<file path="src/rtl/crc16_pkg.sv">
// Shared types, widths and the single-bit LFSR update for the serial CRC-16 block.
package crc16_pkg;

    localparam int unsigned CRC_W            = 16;
    localparam logic [15:0] CRC16_CCITT_POLY = 16'h1021;
    localparam int unsigned CRC_OUT_CNT      = 16;
    localparam int unsigned CNT_W            = 5;

    typedef enum logic [1:0] {
        IDLE,
        SHIFT,
        OUT
    } crc_state_e;

    // MSB-first Galois update; the x^16 term is implicit in the feedback.
    function automatic logic [CRC_W-1:0] crc16_step(input logic [CRC_W-1:0] crc,
                                                    input logic             din,
                                                    input logic [CRC_W-1:0] poly);
        logic fb;
        fb = crc[CRC_W-1] ^ din;
        return {crc[CRC_W-2:0], 1'b0} ^ (fb ? poly : '0);
    endfunction

endpackage

</file>
<file path="src/rtl/crc_16_serial_if.sv">
// Serial stream bundle between the data source, the CRC block and the line driver.
interface crc_16_serial_if;

    logic load;
    logic d_finish;
    logic crc_in;
    logic crc_out;

    modport master (
        output load,
        output d_finish,
        output crc_in,
        input  crc_out
    );

    modport slave (
        input  load,
        input  d_finish,
        input  crc_in,
        output crc_out
    );

endinterface

</file>
<file path="src/rtl/crc16_lfsr_step.sv">
// Combinational single-bit CRC-16 register update.
module crc16_lfsr_step
    import crc16_pkg::*;
#(
    parameter logic [CRC_W-1:0] POLY = CRC16_CCITT_POLY
) (
    input  logic [CRC_W-1:0] crc,
    input  logic             din,
    output logic [CRC_W-1:0] crc_next
);

    assign crc_next = crc16_step(crc, din, POLY);

endmodule

</file>
<file path="src/rtl/crc_16_serial.sv">
// Bit-serial CRC-16/XMODEM: echoes the message, then appends the CRC MSB-first.
// Define CRC16_SERIAL_XOROUT_EN to transmit the CRC inverted (crc ^ 16'hFFFF).
module crc_16_serial
    import crc16_pkg::*;
#(
    parameter logic [CRC_W-1:0] POLY = CRC16_CCITT_POLY,
    parameter logic [CRC_W-1:0] INIT = 16'h0000
) (
    input logic            clk,
    input logic            rst,
    crc_16_serial_if.slave bus
);

`ifdef CRC16_SERIAL_XOROUT_EN
    localparam logic XOR_OUT = 1'b1;
`else
    localparam logic XOR_OUT = 1'b0;
`endif

    crc_state_e       state_q, state_d;
    logic [CRC_W-1:0] crc_q, crc_d;
    logic [CNT_W-1:0] cnt_q, cnt_d;
    logic             out_q, out_d;
    logic [CRC_W-1:0] crc_step;
    logic [CRC_W-1:0] crc_shl;

    crc16_lfsr_step #(
        .POLY (POLY)
    ) u_step (
        .crc      (crc_q),
        .din      (bus.crc_in),
        .crc_next (crc_step)
    );

    // Shift-out only moves the register; nothing is absorbed after d_finish.
    assign crc_shl = {crc_q[CRC_W-2:0], 1'b0};

    always_comb begin
        state_d = state_q;
        crc_d   = crc_q;
        cnt_d   = cnt_q;
        out_d   = 1'b0;
        if (bus.load) begin
            state_d = SHIFT;
            crc_d   = INIT;
            cnt_d   = '0;
        end else begin
            unique case (state_q)
                IDLE: begin
                end
                SHIFT: begin
                    if (bus.d_finish) begin
                        out_d   = crc_q[CRC_W-1] ^ XOR_OUT;
                        crc_d   = crc_shl;
                        cnt_d   = CNT_W'(1);
                        state_d = OUT;
                    end else begin
                        out_d = bus.crc_in;
                        crc_d = crc_step;
                    end
                end
                OUT: begin
                    if (cnt_q == CNT_W'(CRC_OUT_CNT)) begin
                        state_d = IDLE;
                        cnt_d   = '0;
                    end else begin
                        out_d = crc_q[CRC_W-1] ^ XOR_OUT;
                        crc_d = crc_shl;
                        cnt_d = cnt_q + CNT_W'(1);
                    end
                end
                default: state_d = IDLE;
            endcase
        end
    end

    always_ff @(posedge clk or posedge rst) begin
        if (rst) begin
            state_q <= IDLE;
            crc_q   <= INIT;
            cnt_q   <= '0;
            out_q   <= 1'b0;
        end else begin
            state_q <= state_d;
            crc_q   <= crc_d;
            cnt_q   <= cnt_d;
            out_q   <= out_d;
        end
    end

    assign bus.crc_out = out_q;

endmodule

</file>
<file path="src/flat_wrapper.sv">
// flat-port wrapper written by rule: the top's interface ports become plain ports
module crc_16_serial_flat import crc16_pkg::*;
#(
    parameter logic [CRC_W-1:0] POLY = CRC16_CCITT_POLY,
    parameter logic [CRC_W-1:0] INIT = 16'h0000
)
  (clk, rst, bus_load, bus_d_finish, bus_crc_in, bus_crc_out);
  crc_16_serial_if bus_i ();
  input logic clk;
  input logic rst;
  input wire logic [$bits(bus_i.load)-1:0] bus_load;
  input wire logic [$bits(bus_i.d_finish)-1:0] bus_d_finish;
  input wire logic [$bits(bus_i.crc_in)-1:0] bus_crc_in;
  output wire logic [$bits(bus_i.crc_out)-1:0] bus_crc_out;
  assign bus_i.load = bus_load;
  assign bus_i.d_finish = bus_d_finish;
  assign bus_i.crc_in = bus_crc_in;
  assign bus_crc_out = bus_i.crc_out;
  crc_16_serial #(.POLY(POLY), .INIT(INIT)) u_core (.clk(clk), .rst(rst), .bus(bus_i));
endmodule
</file>
<file path="config.mk">
export PLATFORM = sky130hd
export DESIGN_NAME = crc_16_serial_flat
export DESIGN_NICKNAME = d
export VERILOG_FILES = /design/src/rtl/crc16_pkg.sv /design/src/rtl/crc_16_serial_if.sv /design/src/rtl/crc16_lfsr_step.sv /design/src/rtl/crc_16_serial.sv /design/src/flat_wrapper.sv
export SDC_FILE = /design/constraint.sdc
export NUM_CORES = 1
export LEC_CHECK = 0
export CAP_MARGIN = 20
export CORE_UTILIZATION = 30
export CTS_CLUSTER_DIAMETER = 150
export CTS_CLUSTER_SIZE = 16
export DETAILED_ROUTE_END_ITERATION = 8
export GPL_TIMING_DRIVEN = 0
export PLACE_DENSITY = 0.46
export SLEW_MARGIN = 10
export SYNTH_ARGS = -nofsm -noshare
export SYNTH_HDL_FRONTEND = slang
export SYNTH_SLANG_ARGS = --single-unit
</file>
<file path="constraint.sdc">
create_clock -name clk -period 2.05 [get_ports clk]
set_input_delay 0.41 -clock clk [delete_from_list [all_inputs] [get_ports clk]]
set_output_delay 0.41 -clock clk [all_outputs]
set_load 0.03 [all_outputs]
</file>
==> flow_metrics.env, run 1 <==
export IMPL_synthTopCellsByCount="dfrtp_1 (24), nand2_1 (19), nand2b_1 (17)"
export IMPL_wl_per_cell_um=13.1
export IMPL_synth_ff_type="dfrtp_1"
export IMPL_avgSynthCellArea_um2=9.60
export IMPL_synth_warnings=0
export IMPL_drtIter0Drc=41
export IMPL_mappedNetlistNets=138
export IMPL_ys_types=30
export IMPL_cp_start_kind="flip-flop"
export IMPL_fillers=398
export IMPL_final_seq_area_um2=601
export IMPL_cts_root_buf="clkbuf_8"
export IMPL_grt_max_degree=25
export IMPL_synth_top_area_cell="dfrtp_1"
export IMPL_synthCells=128
export IMPL_finClkSkew_ns=0.00121
export IMPL_fmax_mhz=554
export IMPL_ys_ff_latch=24
export IMPL_crit_start="u_core.state_q[0]"
export IMPL_critPathKind="flip-flop to flip-flop"
export IMPL_drc=0
export IMPL_synth_top_cell_area_share_pct=48.9
export IMPL_final_hold_viol_count=0
export IMPL_async_reset_ff_share_pct=100
export IMPL_hold_ws_ns=0.443
export IMPL_grt_first_pass_wirelength_um=4550
export IMPL_routed_wl_met2_um=1030
export IMPL_cts_tree="yes"
export IMPL_antenna_found_initial=0
export IMPL_reg2reg_depth=6
export IMPL_cts_sinks=24
export IMPL_power_density_nw_per_um2=779
export IMPL_syn_cell_area_um2=1230
export IMPL_leakagePower_uw=0.000605
export IMPL_wl_met3_um=66
export IMPL_slew_viol_final=0
export IMPL_yosysSeqAreaShare_pct=48.9
export IMPL_fin_crit_sh_pct=88.1
export IMPL_setup_viol=0
export IMPL_vias_per_cell=4.79
export IMPL_wl_met1_um=1300
export IMPL_ir_drop_mv=0.274
export IMPL_endpoint_kind="flip-flop"
export IMPL_port_buffers=5
export IMPL_cts_clk_slew_worst_paths_ns=0.09
export IMPL_boundaryPins=6
export IMPL_layout_nets=149
export IMPL_cts_buffers=3
export IMPL_rsz0062_at_grt="false"
export IMPL_dp_hpwl_um=1610
export IMPL_r2r_start="u_core.state_q[0]"
export IMPL_synth_edf_count=0
export IMPL_die_height_um=66.0
export IMPL_timing_final_ws_setup_ns=0.243
export IMPL_status="complete, no violations"
export IMPL_grt_overflow=0
export IMPL_clk_path_buf_depth=2
export IMPL_top_layer="met4"
export IMPL_cts_max_level=1
export IMPL_first_global_vias=975
export IMPL_via_count=891
export IMPL_fin_crit_ns=1.81
export IMPL_die_area_um2=4360
export IMPL_gp_congestion=0.668
export IMPL_grt_util_all_layers_pct=13.8
export IMPL_ant_nets=0
export IMPL_multiInputGateArea_um2=579
export IMPL_pre_cts_ws_ns=0.0319
export IMPL_max_cap_violations=0
export IMPL_synth_most_common_cell="dfrtp_1"
export IMPL_cts_resized=0
export IMPL_required_ns=2.26
export IMPL_row_count=22
export IMPL_netlist_top_cells_area="dfrtp_1 (49%), nand2b_1 (8.7%), o21ai_0 (6.1%)"
export IMPL_max_slew_margin_rel_pct=71.8
export IMPL_initial_core_util_pct=32.3
export IMPL_cts_setup_buffers=0
export IMPL_die_w_um=66.0
export IMPL_tns_ns=0
export IMPL_ctsHoldBuffers=0
export IMPL_final_layout_size_suffix_gt1_share_pct=9.42
export IMPL_core_um2=3800
export IMPL_tightest_slew_ns=0.422
export IMPL_drt_total_wl_um=2430
export IMPL_diodes=0
export IMPL_clock_latency_ns=0.27
export IMPL_area_delta_synth_final_pct=16.0
export IMPL_cp_arrival_ns=2.02
export IMPL_first_pass_iters=4
export IMPL_critPathMaxFanout=7
export IMPL_hold_path_class="input port to asynchronous set/reset pin"
## per-layer routing
layer | vias up | track usage (%)
li1 | 451 | -
met1 | 421 | 18.4
met2 | 14 | 22.3
met3 | 5 | 2.24
met4 | 0 | 5.59
met5 | - | 0
## where the power goes
| group | internal (uW) | switching [uW] |
|---|---|---|
| logic | 72.9 | 102 |
| registers | 498 | 19.2 |
| clock network | 261 | 158 |
| total | 832 | 279 |
## cell families after synthesis
kind of cell | share of synthesized area, %
and+or+nand+nor | 23.9
AOI/OAI and AO/OA | 13.8
DFF | 48.9
buffers and inverters | 3.97
adders and majority gates | 5.09
xor gates and xnor gates | 2.14
muxes | 2.14
## path summary, 6_finish.rpt
kind	slack (ns)	endpoint
setup / recovery	0.24	u_core.cnt_q[3]
setup reg to reg	0.24	u_core.cnt_q[3]
hold / removal	0.44	u_core.crc_q[3]
hold reg to reg	0.49	u_core.crc_q[0]
max in group asynchronous	1.16	u_core.state_q[1]
min in group clk	0.49	u_core.crc_q[0]
## registers in the layout, summed over array words and instances, names as in the netlist
signal              cells
u_core.crc_q           16
u_core.state_q          2
u_core.cnt_q            5
u_core.bus.crc_out      1
## cell type report
type	count	share of cell area [%]
plain buffers	5	1.58
clock buffers	3	2.90
clock inverters	1	2.11
inverters	7	1.84
multi-input cells	92	40.6
flip-flops and latches	24	42.1
well taps	48	4.21
repair buffers	6	4.57
## stage by stage
stage	util [%]	total power, uW	std cells	instance area (um^2)
after global routing	37.5	1180	186	1430
after CTS	37.1	1120	185	1410
after global placement	35.2	695	181	1340
after floorplan	-	649	128	1230
after detailed placement	35.2	699	181	1340
final	37.5	1110	186	1430
## worst max-delay path, cell delays in order, from the launching register on
cell and delay (ns):
dfrtp_1 0.41, inv_1 0.09, ha_1 0.29, nand2b_1 0.20, nor2b_4 0.22, or4b_1 0.45, nand3_1 0.09
## cell usage in the layout (no fill, tap or decap), types with 2 or more instances in the layout
cell type,instances
a22o_1,2
buf_2,3
clkbuf_1,2
clkbuf_8,3
clkdlybuf4s50_1,5
dfrtp_1,24
ha_1,5
inv_1,7
nand2_1,19
nand2b_1,17
nand3_1,4
nor2_1,4
o21ai_0,15
o21ai_1,5
or3_1,2
xnor2_1,3
Power figures use the tool's default switching activity.
==> inputs of run 2 (changes only) <==
CELL_PAD_IN_SITES_DETAIL_PLACEMENT = 1   (was unset)
CELL_PAD_IN_SITES_GLOBAL_PLACEMENT = 1   (was unset)
PLACE_DENSITY = 0.56   (was 0.46)
SLEW_MARGIN = unset   (was 10)
==> flow_metrics.env, run 2 (synthesis gave the netlist of run 1 again) <==
export IMPL_status="complete, no violations"
export IMPL_wl_per_cell_um=14.4
export IMPL_rsz0062_at_grt="false"
export IMPL_multiInputGateArea_um2=579
export IMPL_cts_clk_slew_worst_paths_ns=0.09
export IMPL_endpoint_kind="flip-flop"
export IMPL_cp_arrival_ns=2.01
export IMPL_cts_tree="yes"
export IMPL_final_seq_area_um2=601
export IMPL_setup_viol=0
export IMPL_cts_sinks=24
export IMPL_gr_usage_met3_pct=2.24
export IMPL_p_sw_uw=293
export IMPL_antenna_found_initial=0
export IMPL_cp_start_kind="flip-flop"
export IMPL_cts_resized=0
export IMPL_ir_drop_mv=0.379
export IMPL_tns_ns=0
export IMPL_diodes=0
export IMPL_die_height_um=66.0
export IMPL_r2r_start="u_core.state_q[0]"
export IMPL_clk_path_buf_depth=2
export IMPL_cts_root_buf="clkbuf_8"
export IMPL_initial_core_util_pct=32.3
export IMPL_layout_cells_non_filler=186
export IMPL_leakagePower_uw=0.000611
export IMPL_p_comb_share_pct=16.3
export IMPL_r2r_end="u_core.cnt_q[3]"
export IMPL_grt_first_pass_wirelength_um=4910
export IMPL_tightest_slew_ns=0.431
export IMPL_power_density_nw_per_um2=785
export IMPL_finClkSkew_ns=0.00826
export IMPL_via_count=921
export IMPL_cp_depth=6
export IMPL_critPathMaxFanout=7
export IMPL_crit_buf_inv=1
export IMPL_fmax_mhz=556
export IMPL_max_cap_violations=0
export IMPL_cts_setup_buffers=0
export IMPL_dp_cells=181
export IMPL_first_pass_iters=4
export IMPL_final_layout_size_suffix_gt1_share_pct=9.42
export IMPL_cts_buffers=3
export IMPL_layout_nets=149
export IMPL_fin_crit_sh_pct=87.7
export IMPL_drtIter0Drc=20
export IMPL_top_usage_layer="met2"
export IMPL_cts_max_level=1
export IMPL_gp_congestion=0.673
export IMPL_ctsHoldBuffers=0
export IMPL_p_int_uw=836
export IMPL_fillers=444
export IMPL_p_seq_share_pct=45.8
export IMPL_port_buffers=5
export IMPL_clock_latency_ns=0.28
export IMPL_pre_cts_ws_ns=0.0415
export IMPL_slowest_delay_ns=0.45
export IMPL_layout_commonest_cell="dfrtp_1"
export IMPL_core_um2=3800
export IMPL_die_area_um2=4360
export IMPL_regToRegSetupSlack_ns=0.25
export IMPL_hold_path_class="input port to asynchronous set/reset pin"
export IMPL_area_delta_synth_final_pct=17.0
export IMPL_first_global_vias=1008
export IMPL_required_ns=2.26
export IMPL_row_count=22
export IMPL_top_regs="u_core.crc_q: 16 flops, u_core.cnt_q: 5 flops, u_core.state_q: 2 flops"
export IMPL_timing_final_ws_setup_ns=0.253
export IMPL_grt_overflow=0
export IMPL_drc=0
export IMPL_grt_util_all_layers_pct=15.0
export IMPL_grt_max_degree=25
export IMPL_slew_viol_final=0
export IMPL_crit_family="simple AND/OR/NAND/NOR gates"
export IMPL_drt_total_wl_um=2680
export IMPL_critPathKind="flip-flop to flip-flop"
export IMPL_dp_hpwl_um=1870
export IMPL_ant_nets=0
export IMPL_mostFrequentLayoutCells="dfrtp_1 (24), nand2_1 (19), nand2b_1 (17)"
export IMPL_slowest_stage="or4b_1"
export IMPL_max_slew_margin_rel_pct=71.2
export IMPL_fin_crit_ns=1.80
export IMPL_reg2reg_depth=6
export IMPL_swShare_pct=26.0
export IMPL_final_hold_viol_count=0
export IMPL_use_met2_pct=23.7
export IMPL_met1_usage_pct=20.1
export IMPL_vias_per_cell=4.95
export IMPL_p_clk_share_pct=37.9
export IMPL_largest_reg_flops=16
export IMPL_die_w_um=66.0
export IMPL_crit_chain="inv_1 -> ha_1 -> nand2b_1 -> nor2b_4 -> or4b_1 -> nand3_1"
export IMPL_regMostFlops="u_core.crc_q"
export IMPL_boundaryPins=6
[run 2: cell counts in the layout (fill, tap and decap cells not counted)]
Identical to the previous run, type by type.
[run 2: per-stage QoR]
stage	instance area (um^2)	total power, uW	hold WS, ns	util (%)
global route	1440	1190	0.455	37.8
CTS	1410	1140	0.499	37.1
detailed placement	1340	707	0.477	35.2
global placement	1340	698	0.462	35.2
floorplan	1230	649	0.425	-
finish	1440	1130	0.430	37.8
[run 2: area by class of cell]
type	instances	share of cell area, %
flip-flops and latches	24	41.8
multi-input cells	92	40.3
repair buffers	6	5.40
well taps	48	4.18
clock buffers	3	2.87
clock inverters	1	2.09
inverters	7	1.83
plain buffers	5	1.57
[run 2: worst register-to-register path, delay by kind of cell (launching register included)]
kind / cells / cell delay [ns]
buffers and inverters: 1 / 0.09
adders and majority gates: 1 / 0.29
DFF: 1 / 0.41
and+or+nand+nor: 4 / 0.94
[run 2: layer usage]
metal / part of all wire [%] / vias up
li1: - / 450
met1: 51 / 454
met2: 46 / 12
met3: 1.8 / 5
met4: 1.9 / 0
met5: 0 / -
[run 2: how the worst max path moves through the flow]
stage               slack (ns)         startpoint         endpoint
CTS                       0.23  u_core.state_q[0]  u_core.cnt_q[3]
detailed placement        0.04           bus_load  u_core.cnt_q[3]
finish                    0.25  u_core.state_q[0]  u_core.cnt_q[3]
global placement          0.08           bus_load  u_core.cnt_q[3]
global route              0.09  u_core.state_q[0]  u_core.crc_q[1]
floorplan                 0.49  u_core.state_q[0]  u_core.cnt_q[3]
[run 2: power groups by stage]
stage,Clock [uW],Combinational [uW],Sequential [uW]
floorplan,0,126,523
global placement,0,173,525
detailed placement,0,180,527
CTS,444,181,518
global route,461,208,521
finish,428,183,517
==> inputs of run 3 (changes only) <==
PLACE_DENSITY = 0.63   (was 0.56)
REMOVE_ABC_BUFFERS = 1   (was unset)
SYNTH_HIERARCHICAL = 1   (was unset)
==> flow_metrics.env, run 3 <==
export IMPL_async_reset_ff_share_pct=100
export IMPL_first_global_vias=1175
export IMPL_finClkSkew_ns=0.00154
export IMPL_critPathKind="input port to flip-flop"
export IMPL_mostFrequentLayoutCells="dfrtp_1 (24), o21ai_0 (17), or3b_2 (15), a21oi_1 (15), mux2_1 (12)"
export IMPL_ir_drop_mv=0.302
export IMPL_ant_nets=0
export IMPL_ctsHoldBuffers=0
export IMPL_fin_crit_ns=1.91
export IMPL_grt_first_pass_wirelength_um=5550
export IMPL_synth_warnings=6
export IMPL_die_area_um2=5830
export IMPL_drtIter0Drc=58
export IMPL_wl_per_cell_um=15.2
export IMPL_netlist_top_cells_area="dfrtp_1 (36%), mux2_1 (8.2%), or3b_2 (7.9%)"
export IMPL_layout_nets=163
export IMPL_die_w_um=76.3
export IMPL_dp_cells=215
export IMPL_max_cap_violations=0
export IMPL_diodes=0
export IMPL_ys_ff_latch=24
export IMPL_gp_congestion=0.747
export IMPL_fmax_mhz=523
export IMPL_cts_max_level=1
export IMPL_leakagePower_uw=0.000734
export IMPL_port_buffers=5
export IMPL_largest_reg_flops=16
export IMPL_drc=0
export IMPL_max_slew_margin_rel_pct=33.4
export IMPL_boundaryPins=6
export IMPL_row_count=26
export IMPL_drt_total_wl_um=3370
export IMPL_critPathMaxFanout=35
export IMPL_top_regs="u_core/crc_q: 16 flops, u_core/cnt_q: 5 flops, u_core/state_q: 2 flops"
export IMPL_synth_ff_type="dfrtp_1"
export IMPL_grt_overflow=0
export IMPL_setup_viol=0
export IMPL_fillers=590
export IMPL_synthCells=164
export IMPL_tightest_slew_ns=0.999
export IMPL_cp_arrival_ns=2.07
export IMPL_required_ns=2.21
export IMPL_fin_crit_sh_pct=93.2
export IMPL_rsz0062_at_grt="false"
export IMPL_grt_util_all_layers_pct=12.0
export IMPL_layout_commonest_cell="dfrtp_1"
export IMPL_area_delta_synth_final_pct=5.96
export IMPL_first_pass_iters=4
export IMPL_total_power_uw=1120
export IMPL_syn_cell_area_um2=1660
export IMPL_tns_ns=0
export IMPL_cts_sinks=24
export IMPL_cp_start_kind="input port"
export IMPL_avgSynthCellArea_um2=10.1
export IMPL_clk_path_buf_depth=2
export IMPL_yosysSeqAreaShare_pct=36.2
export IMPL_dpl_cell_area_um2=1630
export IMPL_synth_top_area_cell="dfrtp_1"
export IMPL_power_density_nw_per_um2=638
export IMPL_grt_max_degree=40
export IMPL_synth_most_common_cell="dfrtp_1"
export IMPL_cts_tree="yes"
export IMPL_final_hold_viol_count=0
export IMPL_vias_per_cell=5.18
export IMPL_synthTopCellsByCount="dfrtp_1 (24), o21ai_0 (17), a21oi_1 (15), or3b_2 (15), buf_4 (13)"
export IMPL_postLayoutCellArea_um2=1760
export IMPL_core_um2=5200
export IMPL_regMostFlops="u_core/crc_q"
export IMPL_endpoint_kind="flip-flop"
export IMPL_clock_latency_ns=0.27
export IMPL_multiInputGateArea_um2=867
export IMPL_layout_cells_non_filler=222
export IMPL_status="complete, no violations"
export IMPL_dp_hpwl_um=2040
export IMPL_via_count=1149
export IMPL_synth_top_cell_area_share_pct=36.2
export IMPL_hold_path_class="input port to asynchronous set/reset pin"
export IMPL_initial_core_util_pct=31.9
export IMPL_final_layout_size_suffix_gt1_share_pct=21.7
export IMPL_synth_edf_count=0
export IMPL_cts_buffers=3
export IMPL_antenna_found_initial=0
export IMPL_cts_clk_slew_worst_paths_ns=0.08
export IMPL_ys_types=36
export IMPL_slew_viol_final=0
export IMPL_final_seq_area_um2=601
export IMPL_hold_ws_ns=0.408
export IMPL_cts_root_buf="clkbuf_8"
export IMPL_die_height_um=76.3
[run 3: changes by cell type after synthesis, moves of 4 or more]
| cell | change |
|---|---|
| a21oi_1 | +14 |
| buf_4 | +13 |
| mux2_1 | +12 |
| mux2_2 | +4 |
| nand2_1 | -18 |
| nand2b_1 | -16 |
| nand3_1 | +4 |
| o21ai_1 | -5 |
| or3b_2 | +15 |
[run 3: where the power goes]
part	internal (uW)	leakage, uW	switching (uW)	total [uW]
clock	172	0.0000288	153	324
sequential	502	0.000328	24.9	527
combinational	124	0.000377	145	269
[run 3: cell type report]
class | instances | share of cell area, %
clock buffers | 4 | 3.13
flip-flops and latches | 24 | 34.2
multi-input cells | 106 | 49.4
well taps | 70 | 4.99
inverters | 10 | 2.14
repair buffers | 8 | 6.20
[run 3: logic make-up (layout without fill, tap and decap cells)]
logic type,Yosys count,count (layout),synth area share [%]
buf+inv,34,22,12.2
flops,24,24,36.2
mux,18,18,12.2
compound gates,44,44,16.5
xor+xnor,3,3,3.40
simple gates,36,36,15.8
fa+ha+maj,5,5,3.77
[run 3: metrics by stage]
step                      utilization [%]  setup slack [ns]
final                                33.8             0.139
after global routing                 33.8            0.0387
after CTS                            33.0            0.0509
after detailed placement             31.3            -0.793
after global placement               31.3            -0.763
after floorplan                         -           0.00263
[run 3: critical path, stage by stage]
cell and delay, ns:
dlygate4sd2_1 0.86, mux2_2 0.42, a32o_1 0.20, and3_1 0.18
[run 3: routing by layer]
layer | part of all wire, % | up-vias | routed length, um | GRT usage (%)
li1 | - | 550 | - | -
met1 | 49 | 586 | 1640 | 14.4
met2 | 49 | 9 | 1640 | 21.0
met3 | 1.1 | 4 | 38 | 1.80
met4 | 1.7 | 0 | 58 | 5.19
met5 | 0 | - | 0 | 0
[run 3: final timing paths]
check | slack, ns | start | depth (start not counted) | end
min in group clk | 0.51 | u_core/crc_q[10] | 1 | u_core/crc_q[10]
worst min register to register | 0.51 | u_core/crc_q[10] | 1 | u_core/crc_q[10]
worst min-delay path | 0.41 | rst | 2 | u_core/cnt_q[3]
worst max register to register | 0.17 | u_core/state_q[0] | 6 | u_core/crc_q[3]
worst max-delay path | 0.14 | bus_d_finish | 4 | u_core/bus.crc_out
max in group asynchronous | 1.23 | rst | 3 | u_core/crc_q[0]
[run 3: repair_timing]
item                                    4_1_cts  5_1_grt
resized for setup                             6        0
endpoints found under the setup margin       24       14
pin swaps                                     1        1
endpoints found under the hold margin         0        0
setup buffers                                 1        1
